File: src/rtl/lut_interp_pkg.sv
`default_nettype none
// +----------------------------------------------------------------------+
// | lut_interp_pkg : shared widths, FSM encoding and saturation helper   |
// | Revision 1.0                                                         |
// +----------------------------------------------------------------------+
package lut_interp_pkg;

   localparam int NREQ_DEF    = 4;
   localparam int ZH_W_DEF    = 8;
   localparam int ZL_W_DEF    = 4;
   localparam int FUNC_W_DEF  = 12;
   localparam int SLOPE_W_DEF = 7;
   localparam int FUNC_MAX    = (1 << FUNC_W_DEF) - 1;

   typedef enum logic [1:0] {
      ST_IDLE = 2'd0,
      ST_LOOK = 2'd1,
      ST_MUL  = 2'd2,
      ST_DONE = 2'd3
   } state_t;

   function automatic int sat_max(input int w);
      return (1 << w) - 1;
   endfunction

endpackage
`default_nettype wire

File: src/rtl/lut_interp_sched_if.sv
`default_nettype none
// +----------------------------------------------------------------------+
// | lut_interp_sched_if : requester, result and ROM signals              |
// | Revision 1.0                                                         |
// +----------------------------------------------------------------------+
interface lut_interp_sched_if
   import lut_interp_pkg::*;
#(
   parameter int NREQ    = NREQ_DEF,
   parameter int ZH_W    = ZH_W_DEF,
   parameter int ZL_W    = ZL_W_DEF,
   parameter int FUNC_W  = FUNC_W_DEF,
   parameter int SLOPE_W = SLOPE_W_DEF
) ();
   logic [NREQ-1:0]             req;
   logic [NREQ*(ZH_W+ZL_W)-1:0] z_in;
   logic [NREQ-1:0]             ack;
   logic [NREQ-1:0]             done;
   logic [FUNC_W-1:0]           y_out;
   logic                        busy;
   logic [ZH_W-1:0]             rom_zh;
   logic [FUNC_W-1:0]           func_in;
   logic [SLOPE_W-1:0]          slope_in;

   // Master is the client/ROM side, slave is the scheduler.
   modport master (
      output req, z_in, func_in, slope_in,
      input  ack, done, y_out, busy, rom_zh
   );
   modport slave (
      input  req, z_in, func_in, slope_in,
      output ack, done, y_out, busy, rom_zh
   );
endinterface
`default_nettype wire

File: src/rtl/lut_interp_sched_rr_arb.sv
`default_nettype none
// +----------------------------------------------------------------------+
// | rr_arb : combinational round-robin picker, first request at/after ptr |
// | Revision 1.0                                                         |
// +----------------------------------------------------------------------+
module rr_arb #(
   parameter int NREQ  = 4,
   parameter int PTR_W = 2
) (
   input  logic [NREQ-1:0]  req_i,
   input  logic [PTR_W-1:0] ptr_i,
   output logic [NREQ-1:0]  grant_o,
   output logic [PTR_W-1:0] win_o,
   output logic             valid_o
);
   int   w_idx;
   logic w_found;

   always_comb begin
      grant_o = '0;
      win_o   = '0;
      w_found = 1'b0;
      w_idx   = 0;
      for (int k = 0; k < NREQ; k++) begin
         w_idx = int'(ptr_i) + k;
         if (w_idx >= NREQ) w_idx = w_idx - NREQ;
         if (!w_found && req_i[w_idx]) begin
            w_found        = 1'b1;
            grant_o[w_idx] = 1'b1;
            win_o          = PTR_W'(w_idx);
         end
      end
      valid_o = w_found;
   end
endmodule
`default_nettype wire

File: src/rtl/lut_interp_sched.sv
`default_nettype none
// +----------------------------------------------------------------------+
// | lut_interp_sched : shared ROM pair, y = func[zH] + (slope*zL >> ZL_W) |
// | Revision 1.0                                                         |
// +----------------------------------------------------------------------+
module lut_interp_sched
   import lut_interp_pkg::*;
#(
   parameter int NREQ    = NREQ_DEF,
   parameter int ZH_W    = ZH_W_DEF,
   parameter int ZL_W    = ZL_W_DEF,
   parameter int FUNC_W  = FUNC_W_DEF,
   parameter int SLOPE_W = SLOPE_W_DEF
) (
   input  logic              clk,
   input  logic              rst_n,
   lut_interp_sched_if.slave bus
);
   localparam int c_ZW    = ZH_W + ZL_W;
   localparam int c_ACC_W = SLOPE_W + ZL_W;
   localparam int c_PTR_W = (NREQ > 1) ? $clog2(NREQ) : 1;
   localparam int c_CNT_W = (ZL_W > 1) ? $clog2(ZL_W) : 1;
   localparam logic [c_CNT_W-1:0] c_CNT_LAST = c_CNT_W'(ZL_W - 1);
   localparam logic [FUNC_W:0]    c_SAT      = (FUNC_W+1)'(sat_max(FUNC_W));
   localparam logic [c_PTR_W-1:0] c_PTR_LAST = c_PTR_W'(NREQ - 1);

   state_t               state_q, state_d;
   logic [c_PTR_W-1:0]   ptr_q, ptr_d;
   logic [c_PTR_W-1:0]   id_q, id_d;
   logic [ZL_W-1:0]      zl_q, zl_d;
   logic [ZH_W-1:0]      rom_zh_q, rom_zh_d;
   logic [FUNC_W-1:0]    func_q, func_d;
   logic [c_ACC_W-1:0]   mcand_q, mcand_d;
   logic [c_ACC_W-1:0]   acc_q, acc_d;
   logic [c_CNT_W-1:0]   cnt_q, cnt_d;
   logic [FUNC_W-1:0]    y_q, y_d;
   logic [NREQ-1:0]      done_q, done_d;

   logic [NREQ-1:0]      w_grant;
   logic [c_PTR_W-1:0]   w_win;
   logic                 w_any;
   logic [NREQ-1:0]      w_ack;
   logic [c_ZW-1:0]      w_zsel;
   logic [c_ACC_W-1:0]   w_acc_nxt;
   logic [FUNC_W:0]      w_sum;

   rr_arb #(.NREQ(NREQ), .PTR_W(c_PTR_W)) u_arb (
      .req_i   (bus.req),
      .ptr_i   (ptr_q),
      .grant_o (w_grant),
      .win_o   (w_win),
      .valid_o (w_any)
   );

   assign w_zsel = bus.z_in[w_win*c_ZW +: c_ZW];

   // Multiplicand is pre-shifted each cycle so the current zL bit is always bit 0.
   assign w_acc_nxt = acc_q + (zl_q[0] ? mcand_q : '0);
   assign w_sum     = {1'b0, func_q} + (FUNC_W+1)'(w_acc_nxt >> ZL_W);

   always_ff @(posedge clk or negedge rst_n) begin
      if (!rst_n) begin
         state_q  <= ST_IDLE;
         ptr_q    <= '0;
         id_q     <= '0;
         zl_q     <= '0;
         rom_zh_q <= '0;
         func_q   <= '0;
         mcand_q  <= '0;
         acc_q    <= '0;
         cnt_q    <= '0;
         y_q      <= '0;
         done_q   <= '0;
      end else begin
         state_q  <= state_d;
         ptr_q    <= ptr_d;
         id_q     <= id_d;
         zl_q     <= zl_d;
         rom_zh_q <= rom_zh_d;
         func_q   <= func_d;
         mcand_q  <= mcand_d;
         acc_q    <= acc_d;
         cnt_q    <= cnt_d;
         y_q      <= y_d;
         done_q   <= done_d;
      end
   end

   always_comb begin
      state_d  = state_q;
      ptr_d    = ptr_q;
      id_d     = id_q;
      zl_d     = zl_q;
      rom_zh_d = rom_zh_q;
      func_d   = func_q;
      mcand_d  = mcand_q;
      acc_d    = acc_q;
      cnt_d    = cnt_q;
      y_d      = y_q;
      done_d   = '0;
      w_ack    = '0;
      unique case (state_q)
         ST_IDLE: begin
            if (w_any) begin
               w_ack    = w_grant;
               zl_d     = w_zsel[ZL_W-1:0];
               rom_zh_d = w_zsel[c_ZW-1:ZL_W];
               id_d     = w_win;
               ptr_d    = (w_win == c_PTR_LAST) ? '0 : w_win + 1'b1;
               state_d  = ST_LOOK;
            end
         end
         ST_LOOK: begin
            func_d  = bus.func_in;
            mcand_d = c_ACC_W'(bus.slope_in);
            acc_d   = '0;
            cnt_d   = '0;
            state_d = ST_MUL;
         end
         ST_MUL: begin
            acc_d   = w_acc_nxt;
            mcand_d = mcand_q << 1;
            zl_d    = zl_q >> 1;
            cnt_d   = cnt_q + 1'b1;
            // Result is registered on the final step so done lands in the DONE cycle.
            if (cnt_q == c_CNT_LAST) begin
               y_d     = (w_sum > c_SAT) ? c_SAT[FUNC_W-1:0] : w_sum[FUNC_W-1:0];
               done_d  = NREQ'(1) << id_q;
               state_d = ST_DONE;
            end
         end
         ST_DONE: state_d = ST_IDLE;
         default: state_d = ST_IDLE;
      endcase
   end

   assign bus.ack    = w_ack;
   assign bus.done   = done_q;
   assign bus.y_out  = y_q;
   assign bus.busy   = (state_q != ST_IDLE);
   assign bus.rom_zh = rom_zh_q;
endmodule
`default_nettype wire

File: src/flat_wrapper.sv
// flat-port wrapper written by rule: the top's interface ports become plain ports
module lut_interp_sched_flat import lut_interp_pkg::*;
#(
   parameter int NREQ    = NREQ_DEF,
   parameter int ZH_W    = ZH_W_DEF,
   parameter int ZL_W    = ZL_W_DEF,
   parameter int FUNC_W  = FUNC_W_DEF,
   parameter int SLOPE_W = SLOPE_W_DEF
)
  (clk, rst_n, bus_req, bus_z_in, bus_func_in, bus_slope_in, bus_ack, bus_done, bus_y_out, bus_busy, bus_rom_zh);
  lut_interp_sched_if #(.NREQ(NREQ), .ZH_W(ZH_W), .ZL_W(ZL_W), .FUNC_W(FUNC_W), .SLOPE_W(SLOPE_W)) bus_i ();
  input  logic clk;
  input  logic rst_n;
  input wire logic [$bits(bus_i.req)-1:0] bus_req;
  input wire logic [$bits(bus_i.z_in)-1:0] bus_z_in;
  input wire logic [$bits(bus_i.func_in)-1:0] bus_func_in;
  input wire logic [$bits(bus_i.slope_in)-1:0] bus_slope_in;
  output wire logic [$bits(bus_i.ack)-1:0] bus_ack;
  output wire logic [$bits(bus_i.done)-1:0] bus_done;
  output wire logic [$bits(bus_i.y_out)-1:0] bus_y_out;
  output wire logic [$bits(bus_i.busy)-1:0] bus_busy;
  output wire logic [$bits(bus_i.rom_zh)-1:0] bus_rom_zh;
  assign bus_i.req = bus_req;
  assign bus_i.z_in = bus_z_in;
  assign bus_i.func_in = bus_func_in;
  assign bus_i.slope_in = bus_slope_in;
  assign bus_ack = bus_i.ack;
  assign bus_done = bus_i.done;
  assign bus_y_out = bus_i.y_out;
  assign bus_busy = bus_i.busy;
  assign bus_rom_zh = bus_i.rom_zh;
  lut_interp_sched #(.NREQ(NREQ), .ZH_W(ZH_W), .ZL_W(ZL_W), .FUNC_W(FUNC_W), .SLOPE_W(SLOPE_W)) u_core (.clk(clk), .rst_n(rst_n), .bus(bus_i));
endmodule
File: config.mk
export PLATFORM = sky130hd
export DESIGN_NAME = lut_interp_sched_flat
export DESIGN_NICKNAME = d
export VERILOG_FILES = /design/src/rtl/lut_interp_pkg.sv /design/src/rtl/lut_interp_sched_if.sv /design/src/rtl/lut_interp_sched_rr_arb.sv /design/src/rtl/lut_interp_sched.sv /design/src/flat_wrapper.sv
export SDC_FILE = /design/constraint.sdc
export NUM_CORES = 1
export LEC_CHECK = 0
export CAP_MARGIN = 20
export CORE_AREA = 2 2 103 105
export DETAILED_ROUTE_END_ITERATION = 16
export DIE_AREA = 0 0 105 107
export PLACE_DENSITY = 0.8
export SYNTH_ARGS = -nofsm -noshare
export SYNTH_HDL_FRONTEND = slang
export SYNTH_SLANG_ARGS = --single-unit
File: constraint.sdc
create_clock -name clk -period 4.3 [get_ports clk]
set_input_delay 0.645 -clock clk [delete_from_list [all_inputs] [get_ports clk]]
set_output_delay 0.645 -clock clk [all_outputs]
set_load 0.01 [all_outputs]
==> tab_implementation.tex, run 1 <==
\begin{tabular}{lr}
\hline
Metric & Value \\
\hline
\multicolumn{2}{l}{\textbf{Outcome}} \\
Status & finished, final reports clean \\
\multicolumn{2}{l}{\textbf{Synthesis}} \\
Cell type with the highest aggregate area in the netlist & sky130\_fd\_sc\_hd\_\_dfrtp\_1 \\
Mapped Cells & 535 \\
Syn nets & 636 \\
FFs w/ async S/R, synth & 1.000 \\
Share of the synthesized area in the top cell type & 0.3532 \\
Number of library cell types mapped by synthesis & slightly above 60 \\
Yosys Warn Count & 0 \\
Most used flip-flop cell after synthesis & sky130\_fd\_sc\_hd\_\_dfrtp\_1 \\
Most area-consuming cells after synthesis & sky130\_fd\_sc\_hd\_\_dfrtp\_1, sky130\_fd\_sc\_hd\_\_ha\_1, sky130\_fd\_sc\_hd\_\_mux2i\_1 \\
Sequential-to-total area share from yosys stat & 0.3532 \\
FF+latch count, synth & 70 \\
Number of enable flip-flop cells after synthesis & 0 \\
Syn Area/Cell & roughly 9.3 µm² \\
Netlist area before placement & 4960 µm² \\
\multicolumn{2}{l}{\textbf{Critical path}} \\
Max FO, Critical Path & 10 \\
Startpoint class of the critical path & flip-flop \\
Depth of the most critical reg-to-reg path & 14 \\
R2R Setup Slk & 270 ps \\
Capturing element type of the critical path & output pin \\
Category of the critical setup timing path & flip-flop to output pin \\
Data required, critical path & 3650 ps \\
Worst reg2reg startpoint & u\_core.mcand\_q[0] \\
Capture point of the worst reg-to-reg path & u\_core.bus.y\_out[11] \\
Critical Path Sink & bus\_ack[1] \\
Data arrival time of the critical path & about 3500 ps \\
\multicolumn{2}{l}{\textbf{Clocking}} \\
Total clock buffers created by CTS & 9 \\
Number of setup buffers added after CTS & 0 \\
CTS clock-pin slew for the worst setup and hold paths & approximately 70 ps \\
Maximum clock path buffer count & 2 \\
Clock sink count & 70 \\
Clock Tree Root & sky130\_fd\_sc\_hd\_\_clkbuf\_8 \\
CTS resizes & 0 \\
Quantity of hold-fixing buffers added after cts & 0 \\
Latest clock arrival within the worst-skew pair & 340 ps \\
CTS tree & built \\
Number of levels the H-tree was split into & 3 \\
\multicolumn{2}{l}{\textbf{STA}} \\
Layout Skew & 11.46 ps \\
Final setup margin & around 160 ps \\
Actual slew at the worst max-slew pin & about 640 ps \\
Top achievable clock speed & approximately 240 MHz \\
Worst-case headroom to the max-slew limit & 0.5752 \\
Final setup violation count & 0 \\
Final period demand of the worst path & roughly 4100 ps \\
Total count of hold-check failures in the final report & 0 \\
Setup repair after global routing missed its margin & false \\
Fin. max-slew vios & 0 \\
Total Neg Setup Slack & 0 ps \\
Fin crit share & 0.9621 \\
\multicolumn{2}{l}{\textbf{GRT}} \\
GR Util All Layers & 0.2286 \\
Busiest layer in global routing & met2 \\
Global route overflow & 0 \\
Largest net degree at the start of global routing & 48 \\
Met2 capacity usage during global routing & 0.4012 \\
Initial antenna violation count & 0 \\
Global-route wire length before repair & 21.08 mm \\
Global routing met1 resource utilization & 0.2773 \\
Vias in the first global route & approximately 4500 \\
GR Util met3 & 0.03951 \\
\multicolumn{2}{l}{\textbf{Route}} \\
Number of DRC violations after detailed routing & 0 \\
Average vias per placed instance & roughly 6 \\
Pre-Repair DR Iteration Count & 5 \\
Final WL & approximately 13 mm \\
Routed wirelength normalized by instance count & between 15 and 20 µm \\
Total number of vias & between 4000 and 5000 \\
ANT nets after route & 0 \\
DR iter-0 viols & between 200 and 250 \\
\multicolumn{2}{l}{\textbf{Die}} \\
Die boundary height & 107 µm \\
Total core area & 10090 µm² \\
Number of core rows & 37 \\
Starting density of the core & 0.4914 \\
Horiz. Die Dim & $\sim$110 µm \\
Die Outline Area & approximately 11000 µm² \\
IO Count & 102 \\
\multicolumn{2}{l}{\textbf{Power and ir drop}} \\
VDD IR-drop max & 469.8 µV \\
Leakage power & 2.711 nW \\
Cell-internal power & 0.002556 W \\
Part of the power in registers & 0.244 \\
Part of the power in combinational logic & 0.641 \\
Power density over the cells & between 700 and 800 nW/µm² \\
Switching part of the total & 0.4554 \\
Power dissipated by switching net loads & 0.002137 W \\
Relative contribution of the clock network to total power & 0.115 \\
\multicolumn{2}{l}{\textbf{Placement}} \\
Number of buffer cells added on primary ports & approximately 100 \\
Global placer's final weighted congestion & 0.9574 \\
Worst setup slack after placement & 242.5 ps \\
Post-DP HPWL & roughly 9.4 mm \\
\multicolumn{2}{l}{\textbf{Flow run}} \\
Max-capacitance violation count & 0 \\
\multicolumn{2}{l}{\textbf{Finish}} \\
Filler cell count & between 800 and 900 \\
Area Growth Syn to Fin & 26.44\% \\
Share of post-route cells with drive strength above 1 & 0.09713 \\
Number of antenna cells inserted & 0 \\
Post-layout net count & 724 \\
\multicolumn{2}{l}{\textbf{Min path}} \\
Worst hold-check path type & primary input to async pin \\
\hline
\end{tabular}
-- metrics by stage --
stage          hold slack [ps]  std cells  utilization  total power (W)  instance area [µm²]
2_1_floorplan            349.4        535            -         0.003332                 4960
3_3_place_gp             459.6        747       0.5992         0.004002                 6047
3_5_place_dp             468.1        747       0.5992         0.004135                 6047
4_1_cts                  485.0        763       0.6190         0.004693                 6247
5_1_grt                  252.2        764       0.6214         0.005044                 6271
6_report                 230.5        764       0.6214         0.004693                 6271
-- power by group through the flow --
| stage | combinational (W) | sequential, W | clock (W) |
|---|---|---|---|
| after floorplan | 0.00220 | 0.00114 | 0 |
| after global placement | 0.00286 | 0.00114 | 0 |
| after detailed placement | 0.00298 | 0.00115 | 0 |
| after CTS | 0.00300 | 0.00115 | 0.000547 |
| after global routing | 0.00330 | 0.00118 | 0.000564 |
| final | 0.00301 | 0.00115 | 0.000538 |
-- worst min-delay path by stage --
stage                               from          endpoint  cells past startpoint
after floorplan                    rst_n         async pin                      0
after global placement    u_core.zl_q[3]    u_core.zl_q[3]                      2
after detailed placement  u_core.zl_q[3]    u_core.zl_q[3]                      2
after CTS                 u_core.zl_q[3]    u_core.zl_q[3]                      2
after global routing               rst_n  u_core.func_q[7]                      1
final                              rst_n  u_core.func_q[7]                      1
-- worst max-delay path, cell delays in order (launching register included) --
cell and delay [ps]:
sky130_fd_sc_hd__dfrtp_1 530, sky130_fd_sc_hd__inv_1 100, sky130_fd_sc_hd__ha_1 500, sky130_fd_sc_hd__mux4_2 470, sky130_fd_sc_hd__or2_1 280, sky130_fd_sc_hd__nor3b_1 430, sky130_fd_sc_hd__a221oi_1 150, sky130_fd_sc_hd__nor2_1 140
sky130_fd_sc_hd__clkdlybuf4s50_1 550
-- cell type report --
cell class	count	area, µm²	area share
Clock buffer	12	155.1	0.02474
Tap cell	136	170.2	0.02713
Timing Repair Buffer	114	1116	0.1780
Sequential cell	70	1752	0.2793
Multi-Input combinational cell	396	2913	0.4645
Inverter	32	120.1	0.01915
Clock inverter	4	45.04	0.007183
-- registers in the layout, indices dropped and copies added (netlist names), named ones only --
name / flops
u_core.bus.y_out: 12
u_core.func_q: 12
u_core.acc_q: 11
u_core.mcand_q: 11
u_core.bus.rom_zh: 8
u_core.bus.done: 4
u_core.zl_q: 4
u_core.cnt_q: 2
u_core.id_q: 2
u_core.state_q: 2
u_core.ptr_q: 1
-- cells in the final DEF (no fill, tap or decap), types with 6 or more instances in the layout --
cell                              instances
sky130_fd_sc_hd__and3_1                   6
sky130_fd_sc_hd__clkbuf_8                11
sky130_fd_sc_hd__o21ai_0                 30
sky130_fd_sc_hd__nand3_1                 20
sky130_fd_sc_hd__inv_1                   32
sky130_fd_sc_hd__xnor2_1                 13
sky130_fd_sc_hd__clkdlybuf4s50_1        100
sky130_fd_sc_hd__ha_1                    26
sky130_fd_sc_hd__and2_1                  16
sky130_fd_sc_hd__o22a_1                  10
sky130_fd_sc_hd__a221oi_1                 9
sky130_fd_sc_hd__dfrtp_1                 70
sky130_fd_sc_hd__o21ai_1                  8
sky130_fd_sc_hd__nor3_1                  11
sky130_fd_sc_hd__nand2_1                 30
sky130_fd_sc_hd__nor2b_1                  6
sky130_fd_sc_hd__o211a_1                  6
sky130_fd_sc_hd__mux2i_1                 22
sky130_fd_sc_hd__nor2_1                  26
sky130_fd_sc_hd__mux2_2                  13
sky130_fd_sc_hd__o31ai_1                 10
sky130_fd_sc_hd__a21oi_1                 38
sky130_fd_sc_hd__buf_4                   12
sky130_fd_sc_hd__nor3b_1                  6
sky130_fd_sc_hd__a211oi_1                14
-- synth_stat cells (5+ instances only) --
| cell type | instances |
|---|---|
| sky130_fd_sc_hd__a211o_1 | 5 |
| sky130_fd_sc_hd__a211oi_1 | 14 |
| sky130_fd_sc_hd__a21oi_1 | 38 |
| sky130_fd_sc_hd__a221oi_1 | 9 |
| sky130_fd_sc_hd__and2_1 | 16 |
| sky130_fd_sc_hd__and3_1 | 6 |
| sky130_fd_sc_hd__buf_1 | 5 |
| sky130_fd_sc_hd__buf_2 | 10 |
| sky130_fd_sc_hd__clkbuf_1 | 16 |
| sky130_fd_sc_hd__dfrtp_1 | 70 |
| sky130_fd_sc_hd__ha_1 | 26 |
| sky130_fd_sc_hd__inv_1 | 32 |
| sky130_fd_sc_hd__mux2_2 | 13 |
| sky130_fd_sc_hd__mux2i_1 | 22 |
| sky130_fd_sc_hd__nand2_1 | 30 |
| sky130_fd_sc_hd__nand2b_1 | 5 |
| sky130_fd_sc_hd__nand3_1 | 20 |
| sky130_fd_sc_hd__nor2_1 | 26 |
| sky130_fd_sc_hd__nor2b_1 | 6 |
| sky130_fd_sc_hd__nor3_1 | 11 |
| sky130_fd_sc_hd__nor3b_1 | 6 |
| sky130_fd_sc_hd__o211a_1 | 6 |
| sky130_fd_sc_hd__o21a_1 | 5 |
| sky130_fd_sc_hd__o21ai_0 | 30 |
| sky130_fd_sc_hd__o21ai_1 | 9 |
| sky130_fd_sc_hd__o22a_1 | 10 |
| sky130_fd_sc_hd__o31ai_1 | 10 |
| sky130_fd_sc_hd__o32ai_1 | 5 |
| sky130_fd_sc_hd__xnor2_1 | 13 |
| sky130_fd_sc_hd__xor2_1 | 5 |
-- cell families (layout without fill, tap and decap cells) --
kind of cell | after synthesis | after routing | share of synthesized area
compound gates | 173 | 173 | 0.2437
simple gates | 138 | 138 | 0.1453
flops | 70 | 70 | 0.3532
buf+inv | 69 | 162 | 0.06029
mux | 39 | 39 | 0.09208
fa+ha+maj | 28 | 28 | 0.07366
xor+xnor | 18 | 18 | 0.03179
-- layer usage --
layer,up-vias,share of wire
met5,-,0
met3,21,0.057
met4,0,0.021
li1,2145,-
met2,164,0.50
met1,2143,0.42
Note: power is estimated with default switching activity, not from simulation.
==> run 2, diff against run 1 <==
--- a/config.mk
+++ b/config.mk
@@ -6,10 +6,11 @@
 export NUM_CORES = 1
 export LEC_CHECK = 0
 export CAP_MARGIN = 20
-export CORE_AREA = 2 2 103 105
+export CORE_AREA = 2 2 115 117
 export DETAILED_ROUTE_END_ITERATION = 16
-export DIE_AREA = 0 0 105 107
-export PLACE_DENSITY = 0.8
+export DIE_AREA = 0 0 117 119
+export GPL_ROUTABILITY_DRIVEN = 0
+export PLACE_DENSITY = 0.67
 export SYNTH_ARGS = -nofsm -noshare
 export SYNTH_HDL_FRONTEND = slang
 export SYNTH_SLANG_ARGS = --single-unit
==> run 2 against run 1 <==
Effect of this change: total power is 6.0% higher; first-iteration DRC count decreased by 8.7%; highest routed layer unchanged; global-route usage shrank 3.9 points; critical endpoint is now u_core.bus.y_out[11]; non-clock buffer count is 2 lower; clock power up 53%; cell count grew 5.0%; clock skew shrank 5.4 ps; setup slack better by 110 ps; flip-flop and latch count did not move.
==> tab_implementation.tex, run 2 (same netlist as run 1, synthesis figures left out) <==
\begin{tabular}{lr}
\hline
Metric & Value \\
\hline
\multicolumn{2}{l}{\textbf{GRT}} \\
Largest net degree at the start of global routing & 48 (unchanged) \\
Vias in the first global route & 4325 (-3.3\%) \\
Met2 capacity usage during global routing & 0.3129 (-0.08834) \\
Global-route wire length before repair & 21.05 mm (-0.13\%) \\
GR Util All Layers & 0.1891 (-0.03948) \\
GR Util met3 & 0.04173 (+0.002217) \\
Busiest layer in global routing & met2 \\
Global route overflow & 0 (unchanged) \\
Initial antenna violation count & 0 (unchanged) \\
Global routing met1 resource utilization & 0.2355 (-0.04184) \\
\multicolumn{2}{l}{\textbf{Clocking}} \\
Maximum clock path buffer count & 2 (unchanged) \\
Number of setup buffers added after CTS & 0 (unchanged) \\
CTS tree & built \\
Number of levels the H-tree was split into & 3 (unchanged) \\
Clock sink count & 70 (unchanged) \\
CTS resizes & 0 (unchanged) \\
Latest clock arrival within the worst-skew pair & 330 ps (about the same) \\
Total clock buffers created by CTS & 9 (unchanged) \\
Quantity of hold-fixing buffers added after cts & 0 (unchanged) \\
Clock Tree Root & sky130\_fd\_sc\_hd\_\_clkbuf\_16 \\
CTS clock-pin slew for the worst setup and hold paths & 60 ps (about the same) \\
\multicolumn{2}{l}{\textbf{Finish}} \\
Area Growth Syn to Fin & 30.32\% \\
Number of antenna cells inserted & 0 (unchanged) \\
Final core utilization & 0.5020 (-0.1193) \\
Commonest non-fill, non-tap cells in the layout & sky130\_fd\_sc\_hd\_\_clkdlybuf4s50\_1, sky130\_fd\_sc\_hd\_\_dfrtp\_1, sky130\_fd\_sc\_hd\_\_a21oi\_1 \\
Most common cell after layout, fill and taps aside & sky130\_fd\_sc\_hd\_\_clkdlybuf4s50\_1 \\
Post-layout net count & 722 (-0.28\%) \\
Share of post-route cells with drive strength above 1 & 0.09904 (+0.001908) \\
Non-Filler Cell Area, Final & 6464 µm² (+3.1\%) \\
\multicolumn{2}{l}{\textbf{Critical path}} \\
Category of the critical setup timing path & flip-flop to flip-flop \\
Capturing element type of the critical path & flip-flop \\
Data required, critical path & 4510 ps (+860 ps) \\
Data arrival time of the critical path & 4230 ps (+740 ps) \\
Startpoint class of the critical path & flip-flop \\
Max FO, Critical Path & 12 (+2) \\
\multicolumn{2}{l}{\textbf{Route}} \\
Average vias per placed instance & 5.440 (-7.1\%) \\
Total number of vias & 4363 (-2.5\%) \\
ANT nets after route & 0 (unchanged) \\
Final WL & 12.88 mm (+1.5\%) \\
Number of DRC violations after detailed routing & 0 (unchanged) \\
Routed wirelength normalized by instance count & 16.06 µm (-3.3\%) \\
DR iter-0 viols & 220 (-8.7\%) \\
Pre-Repair DR Iteration Count & 6 (+1) \\
\multicolumn{2}{l}{\textbf{STA}} \\
Total Neg Setup Slack & 0 ps (unchanged) \\
Actual slew at the worst max-slew pin & 621.2 ps (-16.07 ps) \\
Top achievable clock speed & 248.5 MHz (+2.8\%) \\
Final setup margin & 276.2 ps (+113.1 ps) \\
Total count of hold-check failures in the final report & 0 (unchanged) \\
Setup repair after global routing missed its margin & false \\
Worst hold-check slack & 294.7 ps (+64.20 ps) \\
Fin. max-slew vios & 0 (unchanged) \\
Final setup violation count & 0 (unchanged) \\
Final period demand of the worst path & 4024 ps (-113.1 ps) \\
Layout Skew & 6.100 ps (-5.358 ps) \\
Worst-case headroom to the max-slew limit & 0.5859 (+0.01071) \\
Fin crit share & 0.9358 (-0.02630) \\
\multicolumn{2}{l}{\textbf{Die}} \\
Total core area & 12870 µm² (+28\%) \\
Starting density of the core & 0.3852 (-0.1062) \\
IO Count & 102 (unchanged) \\
Die boundary height & 119 µm (+11\%) \\
Horiz. Die Dim & 117 µm (+11\%) \\
Number of core rows & 42 (+14\%) \\
Die Outline Area & 13920 µm² (+24\%) \\
\multicolumn{2}{l}{\textbf{Outcome}} \\
Status & finished, final reports clean \\
\multicolumn{2}{l}{\textbf{Power and ir drop}} \\
Power density over the cells & 769.7 nW/µm² (+2.8\%) \\
Leakage power & 2.763 nW (+1.9\%) \\
VDD IR-drop max & 482.3 µV (+2.7\%) \\
\multicolumn{2}{l}{\textbf{Placement}} \\
Number of buffer cells added on primary ports & 101 (unchanged) \\
Post-DP HPWL & 9.567 mm (+2.2\%) \\
Worst setup slack after placement & 180.1 ps (-62.35 ps) \\
Instance area at placement & 6092 µm² (+0.74\%) \\
\multicolumn{2}{l}{\textbf{Min path}} \\
Worst hold-check path type & primary input to async pin \\
\multicolumn{2}{l}{\textbf{Flow run}} \\
Max-capacitance violation count & 0 (unchanged) \\
\hline
\end{tabular}
run 2: worst paths after layout:
| path | slack (ps) | cells past startpoint | from | to |
|---|---|---|---|---|
| setup / recovery | 280 | 15 | u_core.zl_q[0] | u_core.bus.y_out[11] |
| hold / removal | 290 | 1 | rst_n | u_core.bus.y_out[1] |
| setup reg to reg | 280 | 15 | u_core.zl_q[0] | u_core.bus.y_out[11] |
| hold reg to reg | 480 | 2 | u_core.bus.rom_zh[5] | u_core.bus.rom_zh[5] |
| max in group asynchronous | 3290 | 2 | rst_n | u_core.func_q[6] |
| min in group clk | 480 | 2 | u_core.bus.rom_zh[5] | u_core.bus.rom_zh[5] |
run 2: area by class of cell:
cell class                      count  area, µm²
Fill cell                        1203       6411
Clock buffer                       13      270.3
Tap cell                          176      220.2
Sequential cell                    70       1753
Timing Repair Buffer              112       1101
Clock inverter                      3      65.06
Multi-Input combinational cell    396       2934
Inverter                           32      120.1
run 2: through the flow:
step | instances | total power, W
CTS | 801 | 0.005000
global placement | 785 | 0.004049
floorplan | 535 | 0.003332
detailed placement | 785 | 0.004149
global route | 802 | 0.005375
finish | 802 | 0.004975
run 2: power by group:
group          internal (W)  switching [W]  leakage [nW]  total, W
Combinational       0.00133        0.00166          1.71   0.00299
Sequential         0.000935       0.000224         0.888   0.00116
Clock              0.000554       0.000269         0.166  0.000823
Total               0.00282        0.00216          2.76   0.00497
run 2: critical path, cell delays in order, from the launching register on:
cell                      delay (ps)
sky130_fd_sc_hd__dfrtp_1         480
sky130_fd_sc_hd__and2_1          190
sky130_fd_sc_hd__ha_1            210
sky130_fd_sc_hd__fa_1            410
sky130_fd_sc_hd__a21oi_1         210
sky130_fd_sc_hd__o21ai_0         150
sky130_fd_sc_hd__a21o_1          200
sky130_fd_sc_hd__a21oi_1         160
sky130_fd_sc_hd__xnor2_1         170
sky130_fd_sc_hd__ha_1            300
sky130_fd_sc_hd__a21o_1          170
sky130_fd_sc_hd__a21oi_1         240
sky130_fd_sc_hd__o21ai_1         190
sky130_fd_sc_hd__or4_1           540
sky130_fd_sc_hd__a21oi_1         170
sky130_fd_sc_hd__o31ai_1          90
run 2: routing by layer:
metal / routed length [µm] / vias up / part of all wire
met2: 6317 / 128 / 0.49
met4: 292 / 0 / 0.023
met3: 796 / 19 / 0.062
met5: 0 / - / 0
met1: 5474 / 2087 / 0.43
li1: - / 2129 / -
==> run 3, diff against run 2 <==
--- a/config.mk
+++ b/config.mk
@@ -5,12 +5,15 @@
 export SDC_FILE = /design/constraint.sdc
 export NUM_CORES = 1
 export LEC_CHECK = 0
+export ABC_CLOCK_PERIOD_IN_PS = 4300
 export CAP_MARGIN = 20
 export CORE_AREA = 2 2 115 117
 export DETAILED_ROUTE_END_ITERATION = 16
 export DIE_AREA = 0 0 117 119
 export GPL_ROUTABILITY_DRIVEN = 0
+export MAX_ROUTING_LAYER = met4
 export PLACE_DENSITY = 0.67
 export SYNTH_ARGS = -nofsm -noshare
 export SYNTH_HDL_FRONTEND = slang
 export SYNTH_SLANG_ARGS = --single-unit
+export TNS_END_PERCENT = 100
==> run 3 against run 2 <==
Effect of this change: via count about the same; non-clock buffer count unchanged; first-iteration DRC count increased by 11%; utilization unchanged; global-route usage increased by 0.56 points; flip-flop and latch count unchanged; critical endpoint unchanged.
==> tab_implementation.tex, run 3 (same netlist as run 1, synthesis figures left out) <==
\begin{tabular}{lr}
\hline
Metric & Value \\
\hline
\multicolumn{2}{l}{\textbf{Finish}} \\
Area Growth Syn to Fin & 30.32\% (unchanged) \\
Filler cell count & 1203 (unchanged) \\
Share of post-route cells with drive strength above 1 & 0.09904 (unchanged) \\
Post-layout net count & 722 (unchanged) \\
Commonest non-fill, non-tap cells in the layout & sky130\_fd\_sc\_hd\_\_clkdlybuf4s50\_1, sky130\_fd\_sc\_hd\_\_dfrtp\_1, sky130\_fd\_sc\_hd\_\_a21oi\_1 \\
Most common cell after layout, fill and taps aside & sky130\_fd\_sc\_hd\_\_clkdlybuf4s50\_1 \\
Number of antenna cells inserted & 0 (unchanged) \\
\multicolumn{2}{l}{\textbf{GRT}} \\
Vias in the first global route & 4326 (+0.023\%) \\
Largest net degree at the start of global routing & 48 (unchanged) \\
Global routing met1 resource utilization & 0.2387 (+0.003230) \\
GR Util All Layers & 0.1947 (+0.005575) \\
GR Util met3 & 0.04478 (+0.003053) \\
Global-route wire length before repair & 21.04 mm (about the same) \\
Met2 capacity usage during global routing & 0.3125 (-0.0003613) \\
Global route overflow & 0 (unchanged) \\
Busiest layer in global routing & met2 \\
Initial antenna violation count & 0 (unchanged) \\
\multicolumn{2}{l}{\textbf{Power and ir drop}} \\
VDD IR-drop max & 484.1 µV (+0.37\%) \\
Power density over the cells & 769.4 nW/µm² (about the same) \\
Total power after layout & 0.004973 W (about the same) \\
Leakage power & 2.763 nW (unchanged) \\
\multicolumn{2}{l}{\textbf{STA}} \\
Total Neg Setup Slack & 0 ps (unchanged) \\
Fin crit share & 0.9377 (+0.001963) \\
Fin. max-slew vios & 0 (unchanged) \\
Worst-case headroom to the max-slew limit & 0.5865 (+0.0006600) \\
Total count of hold-check failures in the final report & 0 (unchanged) \\
Layout Skew & 7.621 ps (+1.521 ps) \\
Final period demand of the worst path & 4032 ps (+8.440 ps) \\
Setup repair after global routing missed its margin & false \\
Final setup violation count & 0 (unchanged) \\
Top achievable clock speed & 248.0 MHz (-0.21\%) \\
Actual slew at the worst max-slew pin & 620.2 ps (-0.9891 ps) \\
\multicolumn{2}{l}{\textbf{Critical path}} \\
Data arrival time of the critical path & 4240 ps (about the same) \\
Max FO, Critical Path & 12 (unchanged) \\
Capturing element type of the critical path & flip-flop \\
Category of the critical setup timing path & flip-flop to flip-flop \\
R2R Setup Slk & 270 ps (about the same) \\
Data required, critical path & 4510 ps (about the same) \\
Startpoint class of the critical path & flip-flop \\
\multicolumn{2}{l}{\textbf{Min path}} \\
Worst hold-check path type & primary input to async pin \\
\multicolumn{2}{l}{\textbf{Die}} \\
Die Outline Area & 13920 µm² (unchanged) \\
Starting density of the core & 0.3852 (unchanged) \\
Number of core rows & 42 (unchanged) \\
Die boundary height & 119 µm (unchanged) \\
Horiz. Die Dim & 117 µm (unchanged) \\
IO Count & 102 (unchanged) \\
Total core area & 12870 µm² (unchanged) \\
\multicolumn{2}{l}{\textbf{Placement}} \\
Post-DP HPWL & 9.567 mm (unchanged) \\
Number of buffer cells added on primary ports & 101 (unchanged) \\
\multicolumn{2}{l}{\textbf{Route}} \\
Total number of vias & 4362 (-0.023\%) \\
DR iter-0 viols & 245 (+11\%) \\
Final WL & 12.85 mm (-0.26\%) \\
Number of DRC violations after detailed routing & 0 (unchanged) \\
ANT nets after route & 0 (unchanged) \\
Pre-Repair DR Iteration Count & 4 (-2) \\
Routed wirelength normalized by instance count & 16.02 µm (-0.26\%) \\
Average vias per placed instance & 5.439 (about the same) \\
\multicolumn{2}{l}{\textbf{Outcome}} \\
Status & finished, final reports clean \\
\multicolumn{2}{l}{\textbf{Clocking}} \\
CTS clock-pin slew for the worst setup and hold paths & 50 ps (about the same) \\
Maximum clock path buffer count & 2 (unchanged) \\
CTS tree & built \\
Latest clock arrival within the worst-skew pair & 330 ps (about the same) \\
Clock sink count & 70 (unchanged) \\
CTS resizes & 0 (unchanged) \\
Number of setup buffers added after CTS & 0 (unchanged) \\
Number of levels the H-tree was split into & 3 (unchanged) \\
Total clock buffers created by CTS & 9 (unchanged) \\
Quantity of hold-fixing buffers added after cts & 0 (unchanged) \\
Clock Tree Root & sky130\_fd\_sc\_hd\_\_clkbuf\_16 \\
\multicolumn{2}{l}{\textbf{Flow run}} \\
Max-capacitance violation count & 0 (unchanged) \\
\hline
\end{tabular}
-- run 3: final timing paths --
check,startpoint,end,cells after the start
setup / recovery,u_core.zl_q[0],u_core.bus.y_out[11],15
hold / removal,rst_n,u_core.bus.y_out[1],1
setup reg to reg,u_core.zl_q[0],u_core.bus.y_out[11],15
hold reg to reg,u_core.bus.rom_zh[5],u_core.bus.rom_zh[5],2
max in group asynchronous,rst_n,u_core.func_q[8],2
min in group clk,u_core.bus.rom_zh[5],u_core.bus.rom_zh[5],2
-- run 3: area by class of cell --
class / instances / area [µm²] / area share
clock buffers: 13 / 270.3 / 0.04181
flip-flops and latches: 70 / 1753 / 0.2712
inverters: 32 / 120.1 / 0.01858
repair buffers: 112 / 1101 / 0.1703
clock inverters: 3 / 65.06 / 0.01007
multi-input cells: 396 / 2934 / 0.4539
well taps: 176 / 220.2 / 0.03407
-- run 3: power by group --
group | internal (W) | total [W] | switching, W | leakage [nW]
Combinational | 0.00133 | 0.00299 | 0.00166 | 1.71
Sequential | 0.000935 | 0.00116 | 0.000224 | 0.888
Clock | 0.000554 | 0.000825 | 0.000271 | 0.166
Total | 0.00282 | 0.00497 | 0.00216 | 2.76
-- run 3: worst max-delay path, cell delays in order, from the launching register on --
cell                      delay [ps]
sky130_fd_sc_hd__dfrtp_1         490
sky130_fd_sc_hd__and2_1          190
sky130_fd_sc_hd__ha_1            210
sky130_fd_sc_hd__fa_1            410
sky130_fd_sc_hd__a21oi_1         210
sky130_fd_sc_hd__o21ai_0         150
sky130_fd_sc_hd__a21o_1          200
sky130_fd_sc_hd__a21oi_1         160
sky130_fd_sc_hd__xnor2_1         170
sky130_fd_sc_hd__ha_1            300
sky130_fd_sc_hd__a21o_1          170
sky130_fd_sc_hd__a21oi_1         240
sky130_fd_sc_hd__o21ai_1         190
sky130_fd_sc_hd__or4_1           540
sky130_fd_sc_hd__a21oi_1         170
sky130_fd_sc_hd__o31ai_1          90
-- run 3: layer usage --
metal  vias to the layer above  routed length (µm)
met5                         -                   0
met4                         0                 259
met3                        19                 753
met2                       113                6331
met1                      2103                5502
li1                       2127                   -
-- run 3: through the flow --
| step | area (µm²) | instances | setup slack [ps] | hold slack [ps] | util |
|---|---|---|---|---|---|
| 3_5_place_dp | 6092 | 785 | 180.1 | 474.6 | 0.4732 |
| 4_1_cts | 6427 | 801 | 64.13 | 491.4 | 0.4992 |
| 3_3_place_gp | 6092 | 785 | 321.6 | 460.2 | 0.4732 |
| 6_report | 6464 | 802 | 267.7 | 292.6 | 0.5020 |
| 2_1_floorplan | 4960 | 535 | 571.1 | 349.4 | - |
| 5_1_grt | 6464 | 802 | 8.086 | 336.2 | 0.5020 |
